--- config.mk ---
export PLATFORM = sky130hd
export DESIGN_NAME = icache_fetch_responder
export DESIGN_NICKNAME = d
export VERILOG_FILES = /design/src/rtl/icache_fetch_responder_pkg.sv /design/src/rtl/icache_fetch_responder_array.sv /design/src/rtl/icache_fetch_responder.sv
export SDC_FILE = /design/constraint.sdc
export NUM_CORES = 1
export LEC_CHECK = 0
export CORE_ASPECT_RATIO = 1.1
export CORE_MARGIN = 2
export CORE_UTILIZATION = 45
export CTS_BUF_LIST = sky130_fd_sc_hd__clkbuf_16
export DETAILED_ROUTE_END_ITERATION = 10
export GPL_ROUTABILITY_DRIVEN = 0
export SYNTH_ARGS = -nofsm -noshare
export SYNTH_HDL_FRONTEND = slang
export SYNTH_HIERARCHICAL = 1
export SYNTH_SLANG_ARGS = --single-unit
--- constraint.sdc ---
create_clock -name CLK -period 28.2 [get_ports CLK]
set_input_delay 5.64 -clock CLK [delete_from_list [all_inputs] [get_ports CLK]]
set_output_delay 5.64 -clock CLK [all_outputs]
set_load 0.03 [all_outputs]
--- src/rtl/icache_fetch_responder_pkg.sv ---
// Shared constants and state encoding for the instruction-cache fetch responder.
// Geometry: 1 KiB address space, 8 direct-mapped lines of 16-byte blocks.
package icache_fetch_responder_pkg;

    localparam int ADDR_BITS   = 10;
    localparam int INDEX_BITS  = 3;
    localparam int OFFSET_BITS = 4;
    localparam int TAG_BITS    = ADDR_BITS - INDEX_BITS - OFFSET_BITS;
    localparam int BLK_AD_BITS = ADDR_BITS - OFFSET_BITS;
    localparam int BLOCK_BITS  = 128;
    localparam int WORD_BITS   = 32;
    localparam int LINES       = 1 << INDEX_BITS;

    typedef enum logic [1:0] {
        S_IDLE   = 2'd0,
        S_FETCH  = 2'd1,
        S_UPDATE = 2'd2
    } state_e;

endpackage

--- src/rtl/icache_fetch_responder_array.sv ---
// Valid/tag/data storage for the instruction cache.
// Valids clear asynchronously; tags and data are never cleared.
module icache_array
    import icache_fetch_responder_pkg::*;
(
    input  logic                  clk,
    input  logic                  rst,
    input  logic [INDEX_BITS-1:0] rd_index,
    output logic                  rd_valid,
    output logic [TAG_BITS-1:0]   rd_tag,
    output logic [BLOCK_BITS-1:0] rd_data,
    input  logic                  wr_en,
    input  logic [INDEX_BITS-1:0] wr_index,
    input  logic [TAG_BITS-1:0]   wr_tag,
    input  logic [BLOCK_BITS-1:0] wr_data
);

    logic [LINES-1:0]                 valid_q, valid_d;
    logic [LINES-1:0][TAG_BITS-1:0]   tag_q, tag_d;
    logic [LINES-1:0][BLOCK_BITS-1:0] data_q, data_d;

    // Single write port: a fill overwrites one whole line.
    always_comb begin
        valid_d = valid_q;
        tag_d   = tag_q;
        data_d  = data_q;
        if (wr_en) begin
            valid_d[wr_index] = 1'b1;
            tag_d[wr_index]   = wr_tag;
            data_d[wr_index]  = wr_data;
        end
    end

    // Valid bits are the only state that reset clears.
    always_ff @(posedge clk or posedge rst) begin
        if (rst) valid_q <= '0;
        else     valid_q <= valid_d;
    end

    // Tag and data storage, no reset.
    always_ff @(posedge clk) begin
        tag_q  <= tag_d;
        data_q <= data_d;
    end

    // Combinational read port.
    always_comb begin
        rd_valid = valid_q[rd_index];
        rd_tag   = tag_q[rd_index];
        rd_data  = data_q[rd_index];
    end

endmodule

--- src/rtl/icache_fetch_responder.sv ---
// Fetch-side responder: serves PC lookups from a direct-mapped I-cache
// and stalls the CPU while a missing block is read from memory.
module icache_fetch_responder
    import icache_fetch_responder_pkg::*;
(
    input  logic                   CLK,
    input  logic                   RESET,
    input  logic [31:0]            PC,
    output logic [31:0]            INSTRUCTION,
    output logic                   BUSYWAIT,
    output logic                   MEM_READ,
    output logic [BLK_AD_BITS-1:0] MEM_ADDRESS,
    input  logic [BLOCK_BITS-1:0]  MEM_READDATA,
    input  logic                   MEM_BUSYWAIT
);

    state_e state_q, state_d;

    logic [TAG_BITS-1:0]    fill_tag_q, fill_tag_d;
    logic [INDEX_BITS-1:0]  fill_idx_q, fill_idx_d;
    logic                   mem_read_q, mem_read_d;
    logic [BLK_AD_BITS-1:0] mem_addr_q, mem_addr_d;

    logic [TAG_BITS-1:0]    pc_tag;
    logic [INDEX_BITS-1:0]  pc_idx;
    logic [1:0]             pc_word;
    logic                   rd_valid;
    logic [TAG_BITS-1:0]    rd_tag;
    logic [BLOCK_BITS-1:0]  rd_data;
    logic                   hit;
    logic                   wr_en;
    logic                   unused_pc;

    assign pc_tag    = PC[ADDR_BITS-1 -: TAG_BITS];
    assign pc_idx    = PC[OFFSET_BITS +: INDEX_BITS];
    assign pc_word   = PC[3:2];
    assign unused_pc = ^{PC[31:ADDR_BITS], PC[1:0]};

    assign hit   = rd_valid && (rd_tag == pc_tag);
    assign wr_en = (state_q == S_FETCH) && !MEM_BUSYWAIT && !RESET;

    icache_array u_array (
        .clk      (CLK),
        .rst      (RESET),
        .rd_index (pc_idx),
        .rd_valid (rd_valid),
        .rd_tag   (rd_tag),
        .rd_data  (rd_data),
        .wr_en    (wr_en),
        .wr_index (fill_idx_q),
        .wr_tag   (fill_tag_q),
        .wr_data  (MEM_READDATA)
    );

    // State and fill-request registers; reset abandons any fill in flight.
    always_ff @(posedge CLK or posedge RESET) begin
        if (RESET) begin
            state_q    <= S_IDLE;
            fill_tag_q <= '0;
            fill_idx_q <= '0;
            mem_read_q <= 1'b0;
            mem_addr_q <= '0;
        end else begin
            state_q    <= state_d;
            fill_tag_q <= fill_tag_d;
            fill_idx_q <= fill_idx_d;
            mem_read_q <= mem_read_d;
            mem_addr_q <= mem_addr_d;
        end
    end

    // Next state: miss latches the line, memory ready completes the fill.
    always_comb begin
        state_d    = state_q;
        fill_tag_d = fill_tag_q;
        fill_idx_d = fill_idx_q;
        mem_read_d = mem_read_q;
        mem_addr_d = mem_addr_q;
        unique case (state_q)
            S_IDLE: begin
                if (!hit) begin
                    state_d    = S_FETCH;
                    fill_tag_d = pc_tag;
                    fill_idx_d = pc_idx;
                    mem_read_d = 1'b1;
                    mem_addr_d = PC[ADDR_BITS-1:OFFSET_BITS];
                end
            end
            S_FETCH: begin
                if (!MEM_BUSYWAIT) begin
                    state_d    = S_UPDATE;
                    mem_read_d = 1'b0;
                end
            end
            S_UPDATE: state_d = S_IDLE;
            default:  state_d = S_IDLE;
        endcase
    end

    // Outputs: stall unless idle and hitting; word shown whenever line valid.
    always_comb begin
        MEM_READ    = mem_read_q;
        MEM_ADDRESS = mem_addr_q;
        BUSYWAIT    = 1'b0;
        INSTRUCTION = '0;
        if (!RESET) begin
            BUSYWAIT = (state_q != S_IDLE) || !hit;
            if (rd_valid)
                INSTRUCTION = rd_data[{pc_word, 5'b0} +: WORD_BITS];
        end
    end

endmodule
After elaboration in Yosys (flattened, before gate mapping)
Cells that the tools add are included.
W data, S select, Z words.

operators by class
  mux-type cells = 23
  shifts and indexed selects = 1
  eq/ne operators = 4
  reduce and logical (&&, ||, !) cells = 14
  order comparisons = 3
  bitwise gates (word level) = 2

operators by type and width
  cell                  count
  $bwmux W1024          1
  $bmux W128 S3         1
  $demux W128 S3        1
  $mux W128             2
  $shiftx A128 B8 Y32   1
  $mux W32              2
  $bwmux W24            1
  $bmux W3 S3           1
  $demux W3 S3          1
  $lt A3 B4 Y1 const B  2
  $or A8 B8 Y8          1
  $mux W3               2
  $mux W1               5
  $logic_and A1 B1 Y1   4
  $mux W2               2
  $ne A2 B2 Y1 const B  2
  $pmux W2 S2           1
  $reduce_and A2 Y1     2
  $reduce_bool A2 Y1    2
  $bmux W1 S3           1
  $demux W1 S3          1
  $eq A3 B3 Y1          1
  $ge A3 B1 Y1 const B  1
  $logic_not A1 Y1      3
  6 further kinds       6

storage, ports and cells
  register bits = 1071
  logic and storage cells = 69

Longest topological paths before layout
  word-level depth = 7
  depth in mapped cells = 8

Hierarchy
Netlist, hierarchy kept.

by module, submodules not included
  module                  cells an instance  times used  area each (um^2)
  icache_array            1551               1           40332.4
  icache_fetch_responder  108                1           1438.9

Worst setup path after synthesis
Ideal clock, no wire load.

  path type = in2reg
  start = input port MEM_BUSYWAIT
  end = register u_array.valid_q[0]
  setup time = 0.150 ns
  data required time = 28.050 ns
  arrival time = 20.784 ns
  stages = 5
  path slack = 7.265 ns
  path buffers = 0
  cell sequence = nor2b_1 -> nand2b_1 -> nor2_1 -> nor4b_1 -> or2_2

on the way
  cells in the longest elaborated chain, start to end = 3

RTL lines
  element                           RTL line                            text
  start: declaration                icache_fetch_responder.sv:14        input logic MEM_BUSYWAIT
  $logic_not A1 Y1                  -
  $logic_and A1 B1 Y1 (2 in a row)  icache_fetch_responder.sv:40        assign wr_en = (state_q == S_FETCH) && !MEM_BUSYWAIT && !RESET;
  named net wr_en                   icache_fetch_responder.sv:31        logic wr_en;
  end signal: assignment            icache_fetch_responder_array.sv:37  else valid_q <= valid_d;
  end: declaration                  icache_fetch_responder_array.sv:18  logic [LINES-1:0] valid_q, valid_d;

The timed path passes the listed nets, and every way through them passes these cells.
A chain may end at the register's enable or synchronous reset.

Worst setup path after layout
  start = input port PC[4]
  end = output port INSTRUCTION[31]

on the way
  cells in the longest elaborated chain, start to end = 5

RTL lines
  element                          RTL line                            text
  start: declaration               icache_fetch_responder.sv:8         input logic [31:0] PC,
  $bmux W128 S3                    icache_fetch_responder_array.sv:50  rd_data = data_q[rd_index];
  $mux W128 (not written as such)  icache_fetch_responder_array.sv:50
  named net rd_data[63]            icache_fetch_responder.sv:29        logic [BLOCK_BITS-1:0] rd_data;
  $shiftx A128 B8 Y32              icache_fetch_responder.sv:109       INSTRUCTION = rd_data[{pc_word, 5'b0} +: WORD_BITS];
  $mux W32                         icache_fetch_responder.sv:108       if (rd_valid)
  $mux W32                         icache_fetch_responder.sv:106       if (!RESET) begin
  end: declaration                 icache_fetch_responder.sv:9         output logic [31:0] INSTRUCTION,

The timed path passes the listed nets, and every way through them passes these cells. The select of a mux whose other input is x is not followed.

==> reports/results.ini <==
[drt]
routedWlPerCell_microns=28.2
routed_wl_mm=89.3
vias_per_cell=5.74
drc=0
vias=18200
drt_iter0_drc=1578
drt_pass1_iterations=6
antenna_left=0

[floorplanning]
core_sq_um=92200
io_pins=203
initial_core_util_pct=45.3
die_w_microns=294
die_h_microns=324
rows=117
dieArea_sq_um=95300

[global_route]
grt_max_degree=151
first_global_vias=19400
grt_usage_pct=19.0
grt_pass1_wl_mm=131
grt_antenna_before_repair=11
overflow=0

[critical_path]
critPathRequiredTime_ns=22.56
end_kind=output pin
worstPathMaxFanout=77
criticalPathCategory=input port to output pin
cp.arrival_ns=10.46
ff2ff_path_depth=7
critPathLaunchType=input port

[yosys]
yosysSeqAreaShare_pct=76.4
synth_area_sq_um=41800
yosys_warnings=6
syn_avg_cell_area_sq_um=25.2
synth_cell_types=32
synth_flop_cell=edfxtp_1
netlist_instances=1659
synth_common_cells=1048 x edfxtp_1, 163 x mux4_2, 138 x mux2_2, 133 x mux4_1, 37 x clkbuf_1
synth_most_common_cell=edfxtp_1
synth_largest_area_cell=edfxtp_1
synth_area_leaders=edfxtp_1 75%, mux4_2 8.8%, mux4_1 8.4%
synth_edf_count=1048
ys_async_sr_fraction_pct=1.60
syn-num-nets=1822
synth_top_area_share_pct=75.3
synth-seq-cells=1065

[clocking]
cts_resized=0
cts_buffers=104
path_clk_slew_ns=0.06
post_cts_buffers=0
clock_latency_ns=0.67
cts_num_sinks=1065
root_buffer=clkbuf_16
clock_path_buffers=3
cts_tree=done
cts_hold_buf=0
htree_levels=3

[final_layout]
multi_input_area_sq_um=9210
postLayoutCoreUtil_pct=52.0
fin_nets=2053
fillers=7160
synthToLayoutAreaGrowth_pct=14.8
register_area_sq_um=31900
drive_gt1_share_pct=25.1

[placement]
post-place-ws_ns=12.00
port_buffers=178
dpl.hpwl_mm=45.5

[power_and_ir_drop]
p_per_area_nw_per_um2=72.5
p_leak_nw=15.5
power.internal_mw=2.70
seqPwrFrac_pct=53.1
ir_drop_v=0.0000465
power_switching_mw=0.776
power_switching_share_pct=22.3
clkPwrFrac_pct=37.9
p_comb_share_pct=9.1

[flow_run]
drv_cap=0

[timing]
relSlewSlack_pct=26.1
rsz0062_at_grt=no
fin_crit_ns=16.10
holdWs_ns=0.467
worst_slew_pin_slew_ns=1.11
setup_slack_ns=12.10
fmax_mhz=62.1
finalSetupViolations=0
hold_viol_final=0
period_share_pct=57.1
clock_skew_ns=0.0135
setup_tns_ns=0
report.final.slew_viol_count=0

[worst_hold_path]
hold_path_class=flop to flop
hold_depth=1

[outcome]
status=finished clean

==> area by class of cell <==
class,instances,area share [%]
flip-flops and latches,1065,66.5
multi-input cells,497,19.2
clock buffers,106,5.53
repair buffers,214,4.34
well taps,1190,3.10
clock inverters,81,1.26
inverters,8,0.0626
diodes,3,0.0157
==> layer usage <==
layer  vias up  routed length [microns]  global-route usage, %
met4        14                     1090                   4.16
met3        89                     4630                   3.92
met5         -                       81                      0
met1      9898                    37900                   25.6
met2       401                    45600                   32.2
li1       7758                        -                      -
==> worst max-delay path: stages <==
cell,delay [ns]
buf_8,0.60
buf_4,0.86
buf_4,0.81
mux4_1,0.65
mux2_2,0.28
mux4_1,0.49
and3_1,0.26
clkdlybuf4s50_1,0.62
==> through the flow <==
stage | power, mW | area (sq um) | instances
5_1_grt | 3.61 | 48000 | 3162
6_report | 3.48 | 48000 | 3164
3_5_place_dp | 2.20 | 44700 | 2974
3_3_place_gp | 2.19 | 44700 | 2974
4_1_cts | 3.52 | 48000 | 3161
2_1_floorplan | 2.07 | 41800 | 1659
==> final timing paths <==
check,from,end,slack (ns)
max,PC[4],INSTRUCTION[31],12.10
min,u_array/valid_q[2],u_array/valid_q[2],0.47
max reg2reg,state_q[0],u_array/data_q[951],24.37
min reg2reg,u_array/valid_q[2],u_array/valid_q[2],0.47
max in group asynchronous,RESET,fill_tag_q[0],21.74
min in group asynchronous,RESET,u_array/valid_q[7],5.50
==> power groups by stage <==
| stage | Combinational (mW) | Sequential (mW) | Clock [mW] |
|---|---|---|---|
| final | 0.315 | 1.85 | 1.32 |
| after global routing | 0.336 | 1.85 | 1.42 |
| after CTS | 0.323 | 1.85 | 1.35 |
| after detailed placement | 0.322 | 1.88 | 0 |
| after global placement | 0.319 | 1.87 | 0 |
| after floorplan | 0.175 | 1.90 | 0 |
==> logic make-up (layout without fill, tap and decap cells) <==
family	after synthesis	count (layout)	synth area share, %
other	0	3	0
DFF	1065	1065	76.4
muxes	434	434	20.9
xor gates and xnor gates	3	3	0.0629
and+or+nand+nor	51	51	0.764
buffers and inverters	97	409	1.75
AOI/OAI and AO/OA	9	9	0.189
==> sequential cells by signal, indices dropped and copies added (netlist names) <==
register,count
u_array/tag_q,24
u_array/data_q,1024
state_q,2
u_array/valid_q,8
fill_tag_q,3
fill_idx_q,2
MEM_READ,1
MEM_ADDRESS,1
==> cells in the final DEF, fill, tap and decap left out, types with 2 or more instances in the layout <==
| master | instances |
|---|---|
| mux4_1 | 133 |
| nor4bb_4 | 2 |
| clkinv_8 | 3 |
| buf_8 | 2 |
| buf_12 | 2 |
| or2_2 | 3 |
| clkinv_2 | 17 |
| mux2_2 | 138 |
| o31ai_1 | 2 |
| clkinv_1 | 29 |
| buf_4 | 35 |
| clkinvlp_4 | 3 |
| nand2_1 | 2 |
| xnor2_1 | 3 |
| edfxtp_1 | 1048 |
| clkbuf_16 | 106 |
| a41o_1 | 2 |
| and3_1 | 32 |
| clkdlybuf4s50_1 | 173 |
| nor3_2 | 2 |
| dfrtp_1 | 17 |
| nor3b_2 | 2 |
| diode_2 | 3 |
| nor2_1 | 2 |
| inv_1 | 26 |
| bufinv_16 | 8 |
| mux4_2 | 163 |
Note: power is estimated with default switching activity, not from simulation.
